### src/rtl/rect_ctl.sv
// rect_ctl: mouse-positioned rectangle that drops under gravity on a button
// press. Tracks the pointer in IDLE, falls on frame ticks, and optionally
// bounces off the floor when RECT_CTL_BOUNCE_EN is defined.
module rect_ctl #(
  parameter int RECT_WIDTH    = 64,
  parameter int RECT_HEIGHT   = 64,
  parameter int SCREEN_WIDTH  = 800,
  parameter int SCREEN_HEIGHT = 600,
  parameter int ACCEL         = 1,
  parameter int MIN_VEL       = 2
) (
  input  logic        pclk,
  input  logic        rst,
  input  logic [11:0] mouse_xpos,
  input  logic [11:0] mouse_ypos,
  input  logic        mouse_left,
  input  logic        vsync_in,
  output logic [11:0] xpos,
  output logic [11:0] ypos,
  output logic        moving
);

  localparam logic [11:0] X_MAX = 12'(SCREEN_WIDTH - RECT_WIDTH);
  localparam logic [11:0] FLOOR = 12'(SCREEN_HEIGHT - RECT_HEIGHT);

  typedef enum logic [1:0] {IDLE, FALL, RISE, STOP} state_t;

  state_t      r_state, w_state_next;
  logic        r_vs_d1, r_vs_d2;
  logic        r_ml_d1, r_ml_d2;
  logic [1:0]  r_ml_arm;
  logic        w_tick, w_press;
  logic [11:0] r_xpos, r_ypos, r_vel;
  logic [11:0] w_xpos_next, w_ypos_next, w_vel_next;
  logic        r_moving;
  logic [11:0] w_x_clamp, w_y_clamp;
  logic [12:0] w_vel_n, w_fall_sum;
`ifdef RECT_CTL_BOUNCE_EN
  logic [12:0] w_vel_bounce;
  logic [11:0] w_vel_dec;
`endif

  // Registered edge detectors for frame tick and button press
  always_ff @(posedge pclk) begin
    if (rst) begin
      r_vs_d1  <= 1'b0;
      r_vs_d2  <= 1'b0;
      r_ml_d1  <= 1'b0;
      r_ml_d2  <= 1'b0;
      r_ml_arm <= '0;
    end else begin
      r_vs_d1  <= vsync_in;
      r_vs_d2  <= r_vs_d1;
      r_ml_d1  <= mouse_left;
      r_ml_d2  <= r_ml_d1;
      r_ml_arm <= {r_ml_arm[0], 1'b1};
    end
  end

  // The arm shift keeps a button already held at reset release from
  // looking like a fresh press while r_ml_d2 still holds its reset value.
  assign w_tick  = r_vs_d1 & ~r_vs_d2;
  assign w_press = r_ml_d1 & ~r_ml_d2 & r_ml_arm[1];

  assign w_x_clamp  = (mouse_xpos > X_MAX) ? X_MAX : mouse_xpos;
  assign w_y_clamp  = (mouse_ypos > FLOOR) ? FLOOR : mouse_ypos;
  assign w_vel_n    = {1'b0, r_vel} + 13'(ACCEL);
  assign w_fall_sum = {1'b0, r_ypos} + w_vel_n;
`ifdef RECT_CTL_BOUNCE_EN
  assign w_vel_bounce = w_vel_n - (w_vel_n >> 2);
  assign w_vel_dec    = (r_vel > 12'(ACCEL)) ? (r_vel - 12'(ACCEL)) : '0;
`endif

  // Next-state and motion update
  always_comb begin
    w_state_next = r_state;
    w_xpos_next  = r_xpos;
    w_ypos_next  = r_ypos;
    w_vel_next   = r_vel;
    case (r_state)
      IDLE: begin
        if (w_press) begin
          w_state_next = FALL;
          w_vel_next   = '0;
        end else begin
          w_xpos_next = w_x_clamp;
          w_ypos_next = w_y_clamp;
        end
      end
      FALL: begin
        if (w_tick) begin
          if (w_fall_sum >= {1'b0, FLOOR}) begin
            w_ypos_next = FLOOR;
`ifdef RECT_CTL_BOUNCE_EN
            if (w_vel_bounce < 13'(MIN_VEL)) begin
              w_state_next = STOP;
              w_vel_next   = '0;
            end else begin
              w_state_next = RISE;
              w_vel_next   = w_vel_bounce[11:0];
            end
`else
            w_state_next = STOP;
            w_vel_next   = '0;
`endif
          end else begin
            w_ypos_next = w_fall_sum[11:0];
            w_vel_next  = w_vel_n[11:0];
          end
        end
      end
`ifdef RECT_CTL_BOUNCE_EN
      RISE: begin
        if (w_tick) begin
          if (r_ypos <= r_vel) begin
            w_ypos_next  = '0;
            w_vel_next   = '0;
            w_state_next = FALL;
          end else begin
            w_ypos_next = r_ypos - r_vel;
            w_vel_next  = w_vel_dec;
            if (w_vel_dec == '0) w_state_next = FALL;
          end
        end
      end
`endif
      STOP: begin
        if (w_press) w_state_next = IDLE;
      end
      default: w_state_next = IDLE;
    endcase
  end

  // State, position, velocity and moving-flag registers
  always_ff @(posedge pclk) begin
    if (rst) begin
      r_state  <= IDLE;
      r_xpos   <= '0;
      r_ypos   <= '0;
      r_vel    <= '0;
      r_moving <= 1'b0;
    end else begin
      r_state  <= w_state_next;
      r_xpos   <= w_xpos_next;
      r_ypos   <= w_ypos_next;
      r_vel    <= w_vel_next;
      r_moving <= (w_state_next == FALL) || (w_state_next == RISE);
    end
  end

  assign xpos   = r_xpos;
  assign ypos   = r_ypos;
  assign moving = r_moving;

endmodule

### config.mk
export PLATFORM = sky130hd
export DESIGN_NAME = rect_ctl
export DESIGN_NICKNAME = d
export VERILOG_FILES = /design/src/rtl/rect_ctl.sv
export SDC_FILE = /design/constraint.sdc
export NUM_CORES = 1
export LEC_CHECK = 0
export ABC_AREA = 1
export CORE_ASPECT_RATIO = 1.4
export CORE_UTILIZATION = 48
export DETAILED_ROUTE_END_ITERATION = 6
export PLACE_DENSITY = 0.77
export SETUP_SLACK_MARGIN = 0.2
export SYNTH_ARGS = -nofsm -noshare
export SYNTH_HDL_FRONTEND = slang
export SYNTH_SLANG_ARGS = --single-unit
### constraint.sdc
create_clock -name pclk -period 2.5 [get_ports pclk]
set_input_delay 0.5 -clock pclk [delete_from_list [all_inputs] [get_ports pclk]]
set_output_delay 0.5 -clock pclk [all_outputs]
set_load 0.01 [all_outputs]
# [After elaboration in Yosys (flattened, before gate mapping)]
# Index checks and enable logic that the tools add are counted.
[word_totals] reg_bits=45 in_bits=28 output_inout_bits=25 word_cells=51
[op_classes] add_sub_neg=2 magnitude_cmp=3 n_eq_ne=7 n_mux=16 bitwise_logic=6 n_reduce_logical=6
[op_table] operator="$mux W12" count=8
[op_table] operator="$pmux W12 S2" count=2
[op_table] operator="$gt A12 B10 Y1 const B" count=2
[op_table] operator="$add A12 B1 Y13 const B" count=1
[op_table] operator="$add A12 B13 Y13" count=1
[op_table] operator="$ge A13 B10 Y1 const B" count=1
[op_table] operator="$mux W2" count=4
[op_table] operator="$ne A2 B2 Y1 const B" count=3
[op_table] operator="$pmux W2 S3" count=1
[op_table] operator="$reduce_and A3 Y1" count=2
[op_table] operator="$eq A2 B1 Y1 const B" count=2
[op_table] operator="$eq A2 B2 Y1 const B" count=2
[op_table] operator="$and A1 B1 Y1" count=3
[op_table] operator="$not A1 Y1" count=3
[op_table] operator="$logic_not A2 Y1" count=1
[op_table] operator="$reduce_and A2 Y1" count=1
[op_table] operator="$reduce_bool A2 Y1" count=1
[op_table] operator="$logic_or A1 B1 Y1" count=1
[op_table] operator="$mux W1" count=1

# [Depth between registers and ports, before layout]
# Gate-level depths: netlist of run 1.
[depth] word_depth=8 mapped_depth=21 depth_no_buf=20

# [Worst setup path after synthesis of run 1]
# No wires, ideal clock.
[synth_timing] path_type="reg-to-reg" start="register r_vel[2]" end="register r_ypos[9], in the netlist ypos[9]" setup_ns=0.127 t_arrival_ns=2.344 required_ns=2.373 slack_ns=0.030 path_stages_with_launch=18 path_buffers=1 period_less_slack_ns=2.470 path_cell_list="dfxtp_1 > nand2_1 > nor2_1 > nand2_1 > nor3_1 > xor2_1 > ha_1 > nand2_1 > inv_1 > a21oi_1 > nand4_1 > nand2_2 > nand2_4 > nor2_8 > buf_8 > nand2_1 > nand2_1 > a21oi_1"
[synth_between] elab_chain_len=6
[synth_lines] element="start, declared" line="33" text="logic [11:0] r_xpos, r_ypos, r_vel;"
[synth_lines] element="start signal, assigned" line="146" text="r_vel <= w_vel_next;"
[synth_lines] element="$add A12 B1 Y13 *" line="67" text="assign w_vel_n = {1'b0, r_vel} + 13'(ACCEL);"
[synth_lines] element="$add A12 B13 Y13 *" line="68" text="assign w_fall_sum = {1'b0, r_ypos} + w_vel_n;"
[synth_lines] element="$ge A13 B10 Y1" line="92" text="if (w_fall_sum >= {1'b0, FLOOR}) begin"
[synth_lines] element="$mux W12 *" line="92"
[synth_lines] element="$mux W12 *" line="91" text="if (w_tick) begin"
[synth_lines] element="$pmux W12 S2 *" line="80" text="case (r_state)"
[synth_lines] element="end signal, assigned" line="145" text="r_ypos <= w_ypos_next;"
[synth_lines] element="end, declared" line="33"
# Every way passes the cells marked *; elsewhere a longest branch is shown, timed or not. The select of a mux whose other input is x is not followed.
# A chain may end at the register's enable or synchronous reset.

# [Worst setup path in the final report of run 1]
[layout_timing] start="register r_vel[1]" end="register r_ypos[7], in the netlist ypos[7]"
# Same word-level chain as after synthesis.

==> results of run 1 <==
==> cell usage after synthesis, types with 6 or more instances <==
cell type | number | area (um^2)
nor2_1 | 36 | 135.1
nand4_1 | 21 | 131.4
nand3_2 | 6 | 60.06
ha_1 | 14 | 175.2
xor2_1 | 7 | 61.31
dfxtp_1 | 45 | 900.9
nand3_1 | 24 | 120.1
o21ai_0 | 25 | 125.1
a21oi_1 | 49 | 245.2
inv_1 | 57 | 214.0
nand2_1 | 100 | 375.4
clkbuf_1 | 8 | 30.03
nand2_2 | 10 | 62.56
==> layout make-up <==
type / instances / area (um^2) / share of cell area (%)
flip-flops and latches: 45 / 915.9 / 21.37
well taps: 70 / 87.58 / 2.043
repair buffers: 97 / 895.9 / 20.90
clock buffers: 5 / 68.82 / 1.605
clock inverters: 3 / 28.78 / 0.6713
inverters: 62 / 232.7 / 5.429
multi-input cells: 318 / 2057 / 47.99
==> worst max path at each step <==
stage             start      end  slack [ps]  cells after the start
2_1_floorplan  r_vel[2]  ypos[9]         200                     19
3_3_place_gp   r_vel[1]  ypos[3]         -50                     15
3_5_place_dp   r_vel[0]  ypos[1]        -140                     18
4_1_cts        r_vel[0]  ypos[9]         -60                     17
5_1_grt        r_vel[1]  ypos[7]        -320                     17
6_report       r_vel[1]  ypos[7]        -210                     17
==> power groups by stage <==
stage          clock network, mW  logic [mW]  registers, mW
6_report                   0.508       0.318          0.763
5_1_grt                    0.542       0.344          0.768
4_1_cts                    0.511       0.301          0.763
3_5_place_dp                   0       0.273          0.778
3_3_place_gp                   0       0.268          0.778
2_1_floorplan                  0       0.131          0.785
==> repair_timing <==
item	4_1_cts	5_1_grt
pin swaps	9	33
gates resized for setup	34	38
setup endpoints to repair	24	24
gates cloned	1	1
buffers inserted	3	1
==> through the flow <==
step	setup slack [ps]	instance area, um^2
6_report	-211.5	4287
5_1_grt	-324.5	4287
4_1_cts	-55.18	4079
3_5_place_dp	-140.3	3800
3_3_place_gp	-54.55	3800
2_1_floorplan	197.3	2963
==> layout by cell type (no fill, tap or decap), types with 2 or more instances in the layout <==
master,Yosys,routed
nand3_2,6,10
inv_6,0,2
a31oi_1,2,2
ha_1,14,3
dfxtp_1,45,37
a21oi_2,2,11
xor2_1,7,6
nand2_4,2,4
dfxtp_2,0,6
nand3_1,24,18
inv_2,4,13
o21ai_0,25,25
nand3_4,0,2
nor2_1,36,30
dfxtp_4,0,2
a21oi_1,49,39
buf_6,3,2
nor2_2,3,6
buf_4,0,41
nand4_1,21,21
nor2_4,0,3
nor3_1,3,2
ha_4,0,10
nand2_2,10,21
clkdlybuf4s50_1,0,52
clkbuf_8,0,5
nand2_8,0,2
xnor2_1,3,2
nand2_1,100,86
inv_1,57,48
==> critical path: cells and delay by family (launching register included) <==
family / cells / cell delay (ps)
fa+ha+maj: 2 / 420
xor+xnor: 1 / 170
buf+inv: 4 / 450
flops: 1 / 390
simple gates: 7 / 710
compound gates: 3 / 500
==> routing by layer <==
metal	part of all wire, %	wire [um]	vias to the layer above	track usage, %
met5	0	0	-	0
met4	6.0	537	0	19.10
met3	4.8	427	38	4.854
met2	52	4651	136	49.51
met1	37	3339	1527	30.96
li1	-	-	1621	-
==> sequential cells by signal (all words and copies together), names as in the netlist <==
signal	cells
r_ml_d2	1
r_vel	12
r_vs_d1	1
xpos	12
ypos	12
r_ml_d1	1
r_vs_d2	1
moving	1
r_ml_arm	2
r_state	2
==> logic make-up after synthesis <==
logic type | after synthesis | share of synthesized area, %
adder cells (fa/ha/maj) | 15 | 6.681
XOR/XNOR | 10 | 2.998
buffers and inverters | 75 | 10.83
flip-flops | 45 | 30.83
AO/OA/AOI/OAI | 81 | 14.52
AND/OR/NAND/NOR | 211 | 34.13
==> metrics.cfg, run 1 <==
[clock_network]
cts-htree-levels=2
cts-root-buf=clkbuf_8
cts_tree=built
cts_buffer_depth=2
clkTransAtPathRegs_ps=100
clk_latency_ps=310
cts.sinks=45
hold_buffers=0
cts_buffers=5

[logic_synthesis]
synthFlopType=dfxtp_1
ys_seq_elements=45
synthCells=437
syn_avg_cell_area_um2=6.685
synth_enable_flop_cells=0
seq_area_frac_synth_pct=30.84
ys_warn_count=0
synth_area_um2=2922
ys_types=34
syn_nets=480
async_reset_ff_share_pct=0

[layout]
syn_to_final_growth_pct=46.72
fin_util_pct=73.11
nets=572
num_antenna_cells=0
fillers=462
finalNonFillerCells=600
drive_gt1_share_pct=28.30

[drt]
dr.pass1.iters=4
via_per_inst=5.537
drc_errors=0
wire_per_inst_um=14.93
route.final.wire_length_um=8955
vias=3322
ant_nets=0
drt_iter0_drc=132

[setup_path]
cp_slowest_cell=dfxtp_4
cp_max_fo=7
max_stage_delay_ps=390
crit_path_end_kind=register
crit_required_ps=2740
worstSetupPathType=register to register
r2r_start=r_vel[1]
crit_path_cell_trace=ha_4, nand3_4, inv_2, nand2_1, xor2_1, inv_1, ha_4, buf_4, a21oi_4, o21a_1, nand3_1, nand2_1, nand2_2, nor2_8, buf_12, nand3_1, a21oi_2
crit_arrival_ps=2960
cp-start-kind=register
rr_worst_depth=17
r2r_slack_ps=-210
rr_endpoint=ypos[7]

[hold_path]
min_path_type=register to register
whs_endpoint=r_ml_arm[1]
min_from=r_ml_arm[0]
hold_depth=2

[timing]
slew_violations=0
finClkSkew_ps=6.805
fin_crit_ps=2711
relSlewSlack_pct=58.78
rsz0062_at_grt=yes
worst_slew_pin_slew_ps=616.8
fin_ws_ps=-211.5
setup_viol=24
fin_crit_sh_pct=108.5
fmax_mhz=368.8
finalHoldViolCount=0
holdWs_ps=410.4
finalSetupTns_ps=-3557

[placed_design]
hpwlAfterDp_um=6209
port_buffers=52
dp_cells=586
place.gp.congestion=0.9895

[die]
die_x_um=67.94
num_rows=33
io_pins=53
core_area_um2=5863
start_util_pct=49.83
die_y_um=94.31
die_area_um2=6407

[power]
power.total_mw=1.590
p_leak_nw=1.898
comb_power_share_pct=20.0
p_clk_share_pct=32.0
power_density_nw_per_um2=370.9
p_int_mw=1.105
switching_share_pct=30.46
seqPwrFrac_pct=48.0
irDropWorstVdd_mv=0.3842
switchingPower_mw=0.4843

[run]
drv_cap=0

[global_route]
grt_pass1_wl_um=13900
grt_use_total_pct=28.73
grt-ovfl-total=0
grt_max_degree=20
grt_pass1_vias=3128
antenna_found_initial=0

[outcome]
status=finished, violations left
violations=negative setup slack

No activity file was read; power rests on OpenSTA's default activity.
==> run 2: changes to the inputs <==
--- a/config.mk
+++ b/config.mk
@@ -7,6 +7,7 @@
 export LEC_CHECK = 0
 export ABC_AREA = 1
 export CORE_ASPECT_RATIO = 1.4
+export CORE_MARGIN = 2
 export CORE_UTILIZATION = 48
 export DETAILED_ROUTE_END_ITERATION = 6
 export PLACE_DENSITY = 0.77
==> run 2 against run 1 <==
  * The run still ends with negative setup slack left
  * Critical path type unchanged
  * Global-route usage shrank 2.2 points
  * Via count up 0.24%
  * Worst setup slack better by 44 ps
  * First-iteration DRC count grew 16%
  * Core utilization decreased by 0.90 points
  * Critical endpoint is now ypos[1]
  * Critical path depth fell by 1
  * Sequential power about the same
==> metrics.cfg, run 2 (synthesized netlist as in run 1, its figures left out) <==
[outcome]
status=finished, violations left
violations=negative setup slack

[die]
core_area_um2=5863
die_y_um=96.31
die_area_um2=6735
io_pins=53
num_rows=33
die_x_um=69.94
start_util_pct=49.83

[global_route]
grt_pass1_wl_um=14210
grt_pass1_vias=3223
grt-ovfl-total=0
antenna_found_initial=0
grt_use_total_pct=26.54
grt_max_degree=27

[placed_design]
hpwlAfterDp_um=6337
placed_cell_area_um2=3812
dp_cells=586
port_buffers=52
place.gp.congestion=0.8441

[drt]
vias=3330
wire_per_inst_um=15.04
route.final.wire_length_um=9055
ant_nets=0
dr.pass1.iters=5
drc_errors=0
drt_iter0_drc=153
via_per_inst=5.532

[setup_path]
worstSetupStartpoint=r_vel[0]
r2r_start=r_vel[0]
cp_max_fo=5
crit_path_end_kind=register
crit_required_ps=2750
cp-start-kind=register
crit_arrival_ps=2920
r2r_slack_ps=-170
worstSetupPathType=register to register

[layout]
nets=574
syn_to_final_growth_pct=44.93
final_area_um2=4234
layout_common_cells=nand2_1 (92), clkdlybuf4s50_1 (52), inv_1 (49)
finalNonFillerCells=602
num_antenna_cells=0
drive_gt1_share_pct=26.50
fin_util_pct=72.22
mostFrequentLayoutCell=nand2_1
fillers=480

[timing]
finClkSkew_ps=10.65
fin_crit_ps=2667
fmax_mhz=374.9
relSlewSlack_pct=49.42
worst_slew_pin_slew_ps=757.9
rsz0062_at_grt=yes
finalHoldViolCount=0
holdWs_ps=411.9
setup_viol=24
fin_ws_ps=-167.3
slew_violations=0
fin_crit_sh_pct=106.7

[clock_network]
clkTransAtPathRegs_ps=110
cts_tree=built
clk_latency_ps=320
cts.sinks=45
cts_buffers=5
cts-htree-levels=2
cts-root-buf=clkbuf_8
hold_buffers=0
cts_buffer_depth=2

[power]
p_leak_nw=1.900
power_density_nw_per_um2=375.2
irDropWorstVdd_mv=0.3881
power.total_mw=1.589

[run]
drv_cap=0

[hold_path]
min_from=r_ml_arm[0]
min_path_type=register to register

-- run 2: cell types whose count changed in the layout (fill, tap and decap cells not counted), sizes merged --
cell	delta
nand2	+1
buf	+1
-- run 2: through the flow --
step,worst slack [ps],TNS (ps)
3_5_place_dp,-171.7,-2835
4_1_cts,-86.64,-982.0
5_1_grt,-276.1,-6047
6_report,-167.3,-2951
3_3_place_gp,-81.83,-728.6
2_1_floorplan,197.3,0
-- run 2: final cells by class --
| class | count | area [um^2] | area share, % |
|---|---|---|---|
| Tap cell | 70 | 87.58 | 2.069 |
| Clock buffer | 5 | 68.82 | 1.625 |
| Timing Repair Buffer | 98 | 912.1 | 21.54 |
| Sequential cell | 45 | 914.6 | 21.60 |
| Multi-Input combinational cell | 319 | 1989 | 46.99 |
| Inverter | 62 | 232.7 | 5.496 |
| Clock inverter | 3 | 28.78 | 0.6797 |
-- run 2: per-layer routing --
metal	GRT usage, %	up-vias	part of all wire [%]
met5	0	-	0
li1	-	1621	-
met2	52.62	146	52
met4	13.30	0	4.6
met1	26.84	1527	39
met3	3.770	36	4.5
-- run 2: what timing repair did --
action	CTS	global route
setup endpoints to repair	24	24
buffers inserted	2	3
pin swaps	5	10
cloned	1	2
gates resized for setup	29	30
-- run 2: worst max-delay path, stage by stage (launching register included) --
cell     delay [ps]
dfxtp_2         360
inv_2            80
buf_4           130
ha_1            200
inv_1            70
fa_1            390
inv_1           110
nand2_1          60
nand2_1          90
nand3_1         110
nand3_1         160
nand2_1          90
nor2_2          160
nand3_4         160
nand2_2         200
nand3_2         100
a21oi_2         140
-- run 2: path summary, 6_finish.rpt --
check           endpoint  cells after the start
min          r_ml_arm[1]                      2
max reg2reg      ypos[1]                     16
min reg2reg  r_ml_arm[1]                      2
max              ypos[1]                     16
-- run 2: where the power goes --
part	internal, mW	switching (mW)	total (mW)
Clock	0.212	0.302	0.514
Sequential	0.743	0.0226	0.765
Combinational	0.146	0.164	0.309
